`src/rtl/fpnew_i2f_cast_lanes.sv`:
```
// Multi-lane integer -> FP32 converter; NUM_PIPE_REGS-deep valid/ready pipeline (0 = combinational).
// Define FP_CAST_RMM_EN to make RMM round ties away from zero; otherwise RMM resolves as RNE.
module fpnew_i2f_cast_lanes #(
  parameter int unsigned LANES         = 2,
  parameter int unsigned INT_WIDTH     = 32,
  parameter int unsigned NUM_PIPE_REGS = 2,
  parameter int unsigned TAG_WIDTH     = 1
) (
  input  logic                       clk_i,
  input  logic                       rst_ni,
  input  logic [LANES*INT_WIDTH-1:0] operands_i,
  input  logic                       op_mod_i,
  input  logic [2:0]                 rnd_mode_i,
  input  logic [TAG_WIDTH-1:0]       tag_i,
  input  logic                       in_valid_i,
  output logic                       in_ready_o,
  input  logic                       flush_i,
  output logic [LANES*32-1:0]        result_o,
  output logic [4:0]                 status_o,
  output logic [TAG_WIDTH-1:0]       tag_o,
  output logic                       out_valid_o,
  input  logic                       out_ready_i,
  output logic                       busy_o
);

  localparam int unsigned NW = INT_WIDTH + 25;
  localparam logic [2:0] RNE = 3'b000;
  localparam logic [2:0] RTZ = 3'b001;
  localparam logic [2:0] RDN = 3'b010;
  localparam logic [2:0] RUP = 3'b011;
`ifdef FP_CAST_RMM_EN
  localparam logic [2:0] RMM = 3'b100;
`endif

  typedef struct packed {
    logic          sign;
    logic          zero;
    logic [7:0]    exp;
    logic [NW-1:0] man;
  } norm_t;

  typedef struct packed {
    norm_t [LANES-1:0]    lane;
    logic [2:0]           rnd;
    logic [TAG_WIDTH-1:0] tag;
  } mid_t;

  typedef struct packed {
    logic [LANES*32-1:0]  res;
    logic [4:0]           status;
    logic [TAG_WIDTH-1:0] tag;
  } out_t;

  // Leading one is moved to the top of a field padded with 25 zeros, so the
  // 24 kept bits, guard and sticky sit at fixed positions for any INT_WIDTH.
  function automatic norm_t normalize(input logic [INT_WIDTH-1:0] x, input logic is_unsigned);
    norm_t                n;
    logic [INT_WIDTH-1:0] mag;
    int unsigned          lz;
    n.sign = ~is_unsigned & x[INT_WIDTH-1];
    mag    = n.sign ? -x : x;
    lz     = INT_WIDTH;
    for (int i = 0; i < INT_WIDTH; i++)
      if (mag[i]) lz = INT_WIDTH - 1 - i;
    n.zero = (mag == '0);
    n.exp  = 8'(127 + INT_WIDTH - 1 - lz);
    n.man  = {mag, 25'b0} << lz;
    return n;
  endfunction

  // Returns {nx, fp32}.
  function automatic logic [32:0] round_lane(input norm_t n, input logic [2:0] rnd);
    logic [23:0] kept;
    logic        g, s, up, rne_up;
    logic [24:0] sum;
    logic [7:0]  e;
    kept   = n.man[NW-1 -: 24];
    g      = n.man[NW-25];
    s      = |n.man[NW-26:0];
    rne_up = g & (s | kept[0]);
    case (rnd)
      RNE:     up = rne_up;
      RTZ:     up = 1'b0;
      RDN:     up = n.sign & (g | s);
      RUP:     up = ~n.sign & (g | s);
`ifdef FP_CAST_RMM_EN
      RMM:     up = g;
`endif
      default: up = rne_up;
    endcase
    sum = {1'b0, kept} + 25'(up);
    e   = n.exp + 8'(sum[24]);
    return {g | s, n.zero ? 32'h0 : {n.sign, e, sum[22:0]}};
  endfunction

  function automatic out_t finish(input mid_t m);
    out_t        o;
    logic [32:0] r;
    o = '0;
    for (int k = 0; k < LANES; k++) begin
      r = round_lane(m.lane[k], m.rnd);
      o.res[k*32 +: 32] = r[31:0];
      o.status[0] |= r[32];
    end
    o.tag = m.tag;
    return o;
  endfunction

  mid_t mid_in;
  always_comb begin
    mid_in = '0;
    for (int k = 0; k < LANES; k++)
      mid_in.lane[k] = normalize(operands_i[k*INT_WIDTH +: INT_WIDTH], op_mod_i);
    mid_in.rnd = rnd_mode_i;
    mid_in.tag = tag_i;
  end

  if (NUM_PIPE_REGS == 0) begin : g_comb
    out_t out_c;
    assign out_c       = finish(mid_in);
    assign result_o    = out_c.res;
    assign status_o    = out_c.status;
    assign tag_o       = out_c.tag;
    assign out_valid_o = in_valid_i;
    assign in_ready_o  = out_ready_i;
    assign busy_o      = 1'b0;
  end else begin : g_pipe
    localparam int N = NUM_PIPE_REGS;
    logic [N:1]   vld_q;
    logic [N:0]   vld;
    logic [N+1:1] rdy;
    mid_t         last_mid;
    out_t         out_q;

    assign vld = {vld_q, in_valid_i};

    always_comb begin
      rdy      = '0;
      rdy[N+1] = out_ready_i;
      for (int i = N; i >= 1; i--) rdy[i] = ~vld[i] | rdy[i+1];
    end

    always_ff @(posedge clk_i or negedge rst_ni) begin
      if (!rst_ni)      vld_q <= '0;
      else if (flush_i) vld_q <= '0;
      else
        for (int i = 1; i <= N; i++)
          if (rdy[i]) vld_q[i] <= vld[i-1];
    end

    if (N >= 2) begin : g_mid
      mid_t mid_q [1:N-1];
      always_ff @(posedge clk_i or negedge rst_ni) begin
        if (!rst_ni) begin
          for (int i = 1; i < N; i++) mid_q[i] <= '0;
        end else begin
          if (rdy[1] && vld[0]) mid_q[1] <= mid_in;
          for (int i = 2; i < N; i++)
            if (rdy[i] && vld[i-1]) mid_q[i] <= mid_q[i-1];
        end
      end
      assign last_mid = mid_q[N-1];
    end else begin : g_nomid
      assign last_mid = mid_in;
    end

    always_ff @(posedge clk_i or negedge rst_ni) begin
      if (!rst_ni)                out_q <= '0;
      else if (rdy[N] && vld[N-1]) out_q <= finish(last_mid);
    end

    assign result_o    = out_q.res;
    assign status_o    = out_q.status;
    assign tag_o       = out_q.tag;
    assign out_valid_o = vld_q[N];
    // A flushing cycle swallows the offered beat, so it is reported as taken.
    assign in_ready_o  = rdy[1] | flush_i;
    assign busy_o      = |vld_q;
  end

endmodule

```
`config.mk`:
```
export PLATFORM = sky130hd
export DESIGN_NAME = fpnew_i2f_cast_lanes
export DESIGN_NICKNAME = d
export VERILOG_FILES = /design/src/rtl/fpnew_i2f_cast_lanes.sv
export SDC_FILE = /design/constraint.sdc
export NUM_CORES = 1
export LEC_CHECK = 0
export BUFFER_PORTS_ARGS = -buffer_cell sky130_fd_sc_hd__buf_4
export CORE_UTILIZATION = 30
export DETAILED_ROUTE_END_ITERATION = 8
export REMOVE_ABC_BUFFERS = 1
export SLEW_MARGIN = 20
export SYNTH_ARGS = -nofsm -noshare
export SYNTH_HDL_FRONTEND = slang
export SYNTH_SLANG_ARGS = --single-unit
```
`constraint.sdc`:
```
create_clock -name clk_i -period 5.4 [get_ports clk_i]
set_input_delay 1.08 -clock clk_i [delete_from_list [all_inputs] [get_ports clk_i]]
set_output_delay 1.08 -clock clk_i [all_outputs]
set_load 0.1 [all_outputs]
```
==> impl_metrics.json <==
{
  "max_cap_violations": 0,
  "path_max_fanout": 10,
  "grt.met1_usage_pct": 31.9,
  "numClockSinks": 156,
  "commonest_cells_after_routing_fill_and_taps_aside": "305 x sky130_fd_sc_hd__buf_4, 246 x sky130_fd_sc_hd__nand2_1, 156 x sky130_fd_sc_hd__dfrtp_1, 135 x sky130_fd_sc_hd__nor2_1, 131 x sky130_fd_sc_hd__o21ai_0",
  "number_of_buffers_created_by_cts": 17,
  "category_of_the_most_critical_setup_path": "input pin to flip-flop",
  "dr_total_vias": 15200,
  "synth_edf_count": 0,
  "die_width_um": 223,
  "yosysWarningCount": 0,
  "grt_pass1_vias": 14400,
  "max_freq_mhz": 200,
  "cp_num_buf_inv": 6,
  "multiplexer_area_fraction_after_synthesis_pct": 9.83,
  "num_antenna_cells": 0,
  "crit_path_frequent_cell": "sky130_fd_sc_hd__buf_4",
  "ios": 147,
  "grt_use_total_pct": 21.8,
  "post_cts.repair.setup_buffers": 0,
  "global_route.peak_usage_layer": "met2",
  "synthesis.area_mm2": 0.0146,
  "clock_tree.buffer_depth": 2,
  "wl_per_cell_um": 20.7,
  "ir_drop_mv": 0.248,
  "detailedRoute.firstIterationViolations": 1207,
  "postSynth.asyncResetShare_pct": 100,
  "final.min_clock_period_ps": 5010,
  "yosys.area_share.adder_pct": 1.20,
  "path_clk_slew_ps": 60,
  "timing.critical_path.to_type": "flip-flop",
  "global_route.overflow_total": 0,
  "post_synth_and_or_nand_nor_area_fraction_pct": 23.4,
  "cts_tree": "yes",
  "nature_of_the_critical_path_startpoint": "input pin",
  "postLayoutCellArea_mm2": 0.0179,
  "coreArea_mm2": 0.0479,
  "synth_top_area_share_pct": 26.7,
  "finalCoreUtilization_pct": 37.3,
  "cts_resized": 0,
  "floorplan.die.height_um": 223,
  "commonest_non_fill_non_tap_cell_in_the_layout": "sky130_fd_sc_hd__buf_4",
  "drtAntennaViolNets": 0,
  "cp_slowest_stage_delay_ps": 530,
  "io_buffer_count": 142,
  "post_route_cells_drive_above_1_share_pct": 21.3,
  "grt_util_met3_pct": 3.28,
  "compound_gate_portion_of_the_synthesized_area_pct": 25.9,
  "n_fill_cell": 4942,
  "clk_latency_ps": 440,
  "syn_to_final_growth_pct": 22.1,
  "synth-seq-area-share_pct": 26.7,
  "outcome": "finished clean",
  "post_synth_xor_area_fraction_pct": 7.66,
  "final.setup.worst_slack_ps": 391,
  "finClkSkew_ps": 9.19,
  "floorplan.initialDensity_pct": 30.5,
  "hold_start": "g_pipe.g_mid.mid_q[0]$_DFFE_PN0P_",
  "clockRootBuffer": "sky130_fd_sc_hd__clkbuf_16",
  "yosys_most_used_dff": "sky130_fd_sc_hd__dfrtp_1",
  "netlist-cell-type-count": 105,
  "timing_worst_slew_pin_value_ps": 919,
  "power_density_cells_mw_per_mm2": 312,
  "timing_hold_violations_final": 0,
  "grt_util_met2_pct": 32.7,
  "dieArea_mm2": 0.0497,
  "timing.critical_path.arrival_ps": 5320,
  "drt_wl_total_mm": 55.0,
  "static-leakage-power_nw": 7.37,
  "synth.ff_latch_count": 156,
  "worst-endpoint-required_ps": 5710,
  "max-slew-margin-rel_pct": 38.8,
  "layout.nets": 2123,
  "grt_pass1_wl_mm": 85.9,
  "startpoint": "operands_i[0]",
  "ys_top_cells_by_area": "sky130_fd_sc_hd__dfrtp_1 27%, sky130_fd_sc_hd__nand2_1 6.3%, sky130_fd_sc_hd__mux2i_1 6.2%",
  "h-tree-depth": 4,
  "timing.hold.worst.class": "flip-flop to flip-flop",
  "synthDominantAreaCellType": "sky130_fd_sc_hd__dfrtp_1",
  "r2r-start": "g_pipe.g_mid.mid_q[33]$_DFFE_PN0P_",
  "detailedPlace.worstSlack_ps": 29.8,
  "route.detailed.drc": 0,
  "drtPass1Iterations": 5,
  "placementRows": 80,
  "worst_path_max_delay_cell": "sky130_fd_sc_hd__a2111oi_0",
  "finalCritPeriodShare_pct": 92.8,
  "synth.avg_cell_area_um2": 7.96,
  "place.detailed.hpwl_mm": 43.3,
  "rsz0062_at_grt": "no",
  "final-setup-viol-count": 0,
  "avgViaCountPerCell": 5.71,
  "place_area_mm2": 0.0172,
  "synth_top_family_by_area": "compound AO/OA/AOI/OAI gates",
  "crit_chain": "buf_4 > inv_1 > ha_1 > nor3b_1 > xnor2_1 > nand4b_1 > a311o_1 > a2111oi_0 > buf_4 > nor4_2 > o31a_1 > inv_4 > buf_4 > mux2i_1 > buf_4 > nand2b_1 > a21oi_1 > o32ai_1 > nor2_1",
  "maximum_number_of_pins_on_one_net_before_global_route_repair": 91,
  "final_max_slew_viol_count": 0,
  "timing.critical_path.max_delay_family": "compound AO/OA/AOI/OAI gates",
  "netlist_instances": 1837,
  "globalplace.congestion": 0.957,
  "holdBufCountCts": 0,
  "grt_antenna_before_repair": 1
}
==> sequential cells by signal, summed over array words and instances, names as in the netlist <==
signal	count
g_pipe.g_mid.mid_q	88
g_pipe.vld_q	2
result_o	64
status_o	1
tag_o	1
==> final cells by class <==
class                      count  area, um^2  share of cell area [%]
sequential                   156        3900                    21.9
clock buffer                  23         488                    2.73
inverter                      33         131                   0.735
timing repair buffer         313        2440                    13.7
multi-input combinational   1514        9990                    56.0
tap                          615         769                    4.31
clock inverter                 9         135                   0.756
==> Yosys cell counts (39+ instances only) <==
master                     instances
sky130_fd_sc_hd__mux2i_1          90
sky130_fd_sc_hd__a21oi_1          73
sky130_fd_sc_hd__buf_2            43
sky130_fd_sc_hd__nor2_1          135
sky130_fd_sc_hd__nand2_1         247
sky130_fd_sc_hd__dfrtp_1         156
sky130_fd_sc_hd__nand3_1          55
sky130_fd_sc_hd__o21ai_0         131
sky130_fd_sc_hd__xor2_1           69
sky130_fd_sc_hd__xnor2_1          59
sky130_fd_sc_hd__nor3_1           40
sky130_fd_sc_hd__clkbuf_1         71
sky130_fd_sc_hd__nor4_1           39
==> metrics by stage <==
| stage | instances | hold WS (ps) | power (mW) | TNS (ps) |
|---|---|---|---|---|
| 2_1_floorplan | 1703 | 442 | 3.38 | -36050 |
| 3_3_place_gp | 2631 | 457 | 4.31 | 0 |
| 3_5_place_dp | 2631 | 466 | 4.32 | 0 |
| 4_1_cts | 2663 | 481 | 5.60 | 0 |
| 5_1_grt | 2663 | 509 | 5.85 | 0 |
| 6_report | 2663 | 477 | 5.58 | 0 |
==> power by group <==
| group | internal [mW] | switching, mW |
|---|---|---|
| sequential | 1.40 | 0.219 |
| combinational | 0.839 | 1.86 |
| clock | 0.778 | 0.486 |
==> path summary, 6_finish.rpt <==
path,endpoint,slack (ps),depth (start not counted)
max,g_pipe.g_mid.mid_q[59]$_DFFE_PN0P_,390,19
min,g_pipe.g_mid.mid_q[0]$_DFFE_PN0P_,480,2
max reg2reg,result_o[29]$_DFFE_PN0P_,1810,16
min reg2reg,g_pipe.g_mid.mid_q[0]$_DFFE_PN0P_,480,2
max in group asynchronous,g_pipe.g_mid.mid_q[108]$_DFFE_PN0P_,3630,2
min in group asynchronous,result_o[4]$_DFFE_PN0P_,710,1
==> routing by layer <==
layer | vias to the layer above | part of all wire (%)
met5 | - | 0.024
met4 | 2 | 2.7
met3 | 82 | 5.6
met2 | 541 | 44
met1 | 7320 | 48
li1 | 7251 | -
==> worst reg2reg max path, cell delays in order, from the launching register on <==
cell and delay [ps]:
sky130_fd_sc_hd__dfrtp_1 380, sky130_fd_sc_hd__nor4_1 260, sky130_fd_sc_hd__nand2_1 150, sky130_fd_sc_hd__a31oi_1 200
sky130_fd_sc_hd__a21oi_1 60, sky130_fd_sc_hd__ha_1 240, sky130_fd_sc_hd__ha_1 220, sky130_fd_sc_hd__and3_1 280
sky130_fd_sc_hd__and3_1 260, sky130_fd_sc_hd__and3_1 230, sky130_fd_sc_hd__and3_1 210, sky130_fd_sc_hd__ha_1 210
sky130_fd_sc_hd__ha_1 210, sky130_fd_sc_hd__and3_1 200, sky130_fd_sc_hd__nand3_1 100, sky130_fd_sc_hd__xor2_1 140
sky130_fd_sc_hd__o21ai_0 90
==> kinds of logic (layout without fill, tap and decap cells) <==
logic type,count (synthesis),count (layout)
AND/OR/NAND/NOR,689,689
AO/OA/AOI/OAI,546,546
buffers and inverters,170,378
flip-flops,156,156
multiplexers,133,133
XOR/XNOR,128,128
adder cells (fa/ha/maj),14,14
other,1,4
No activity file was read; power rests on OpenSTA's default activity.
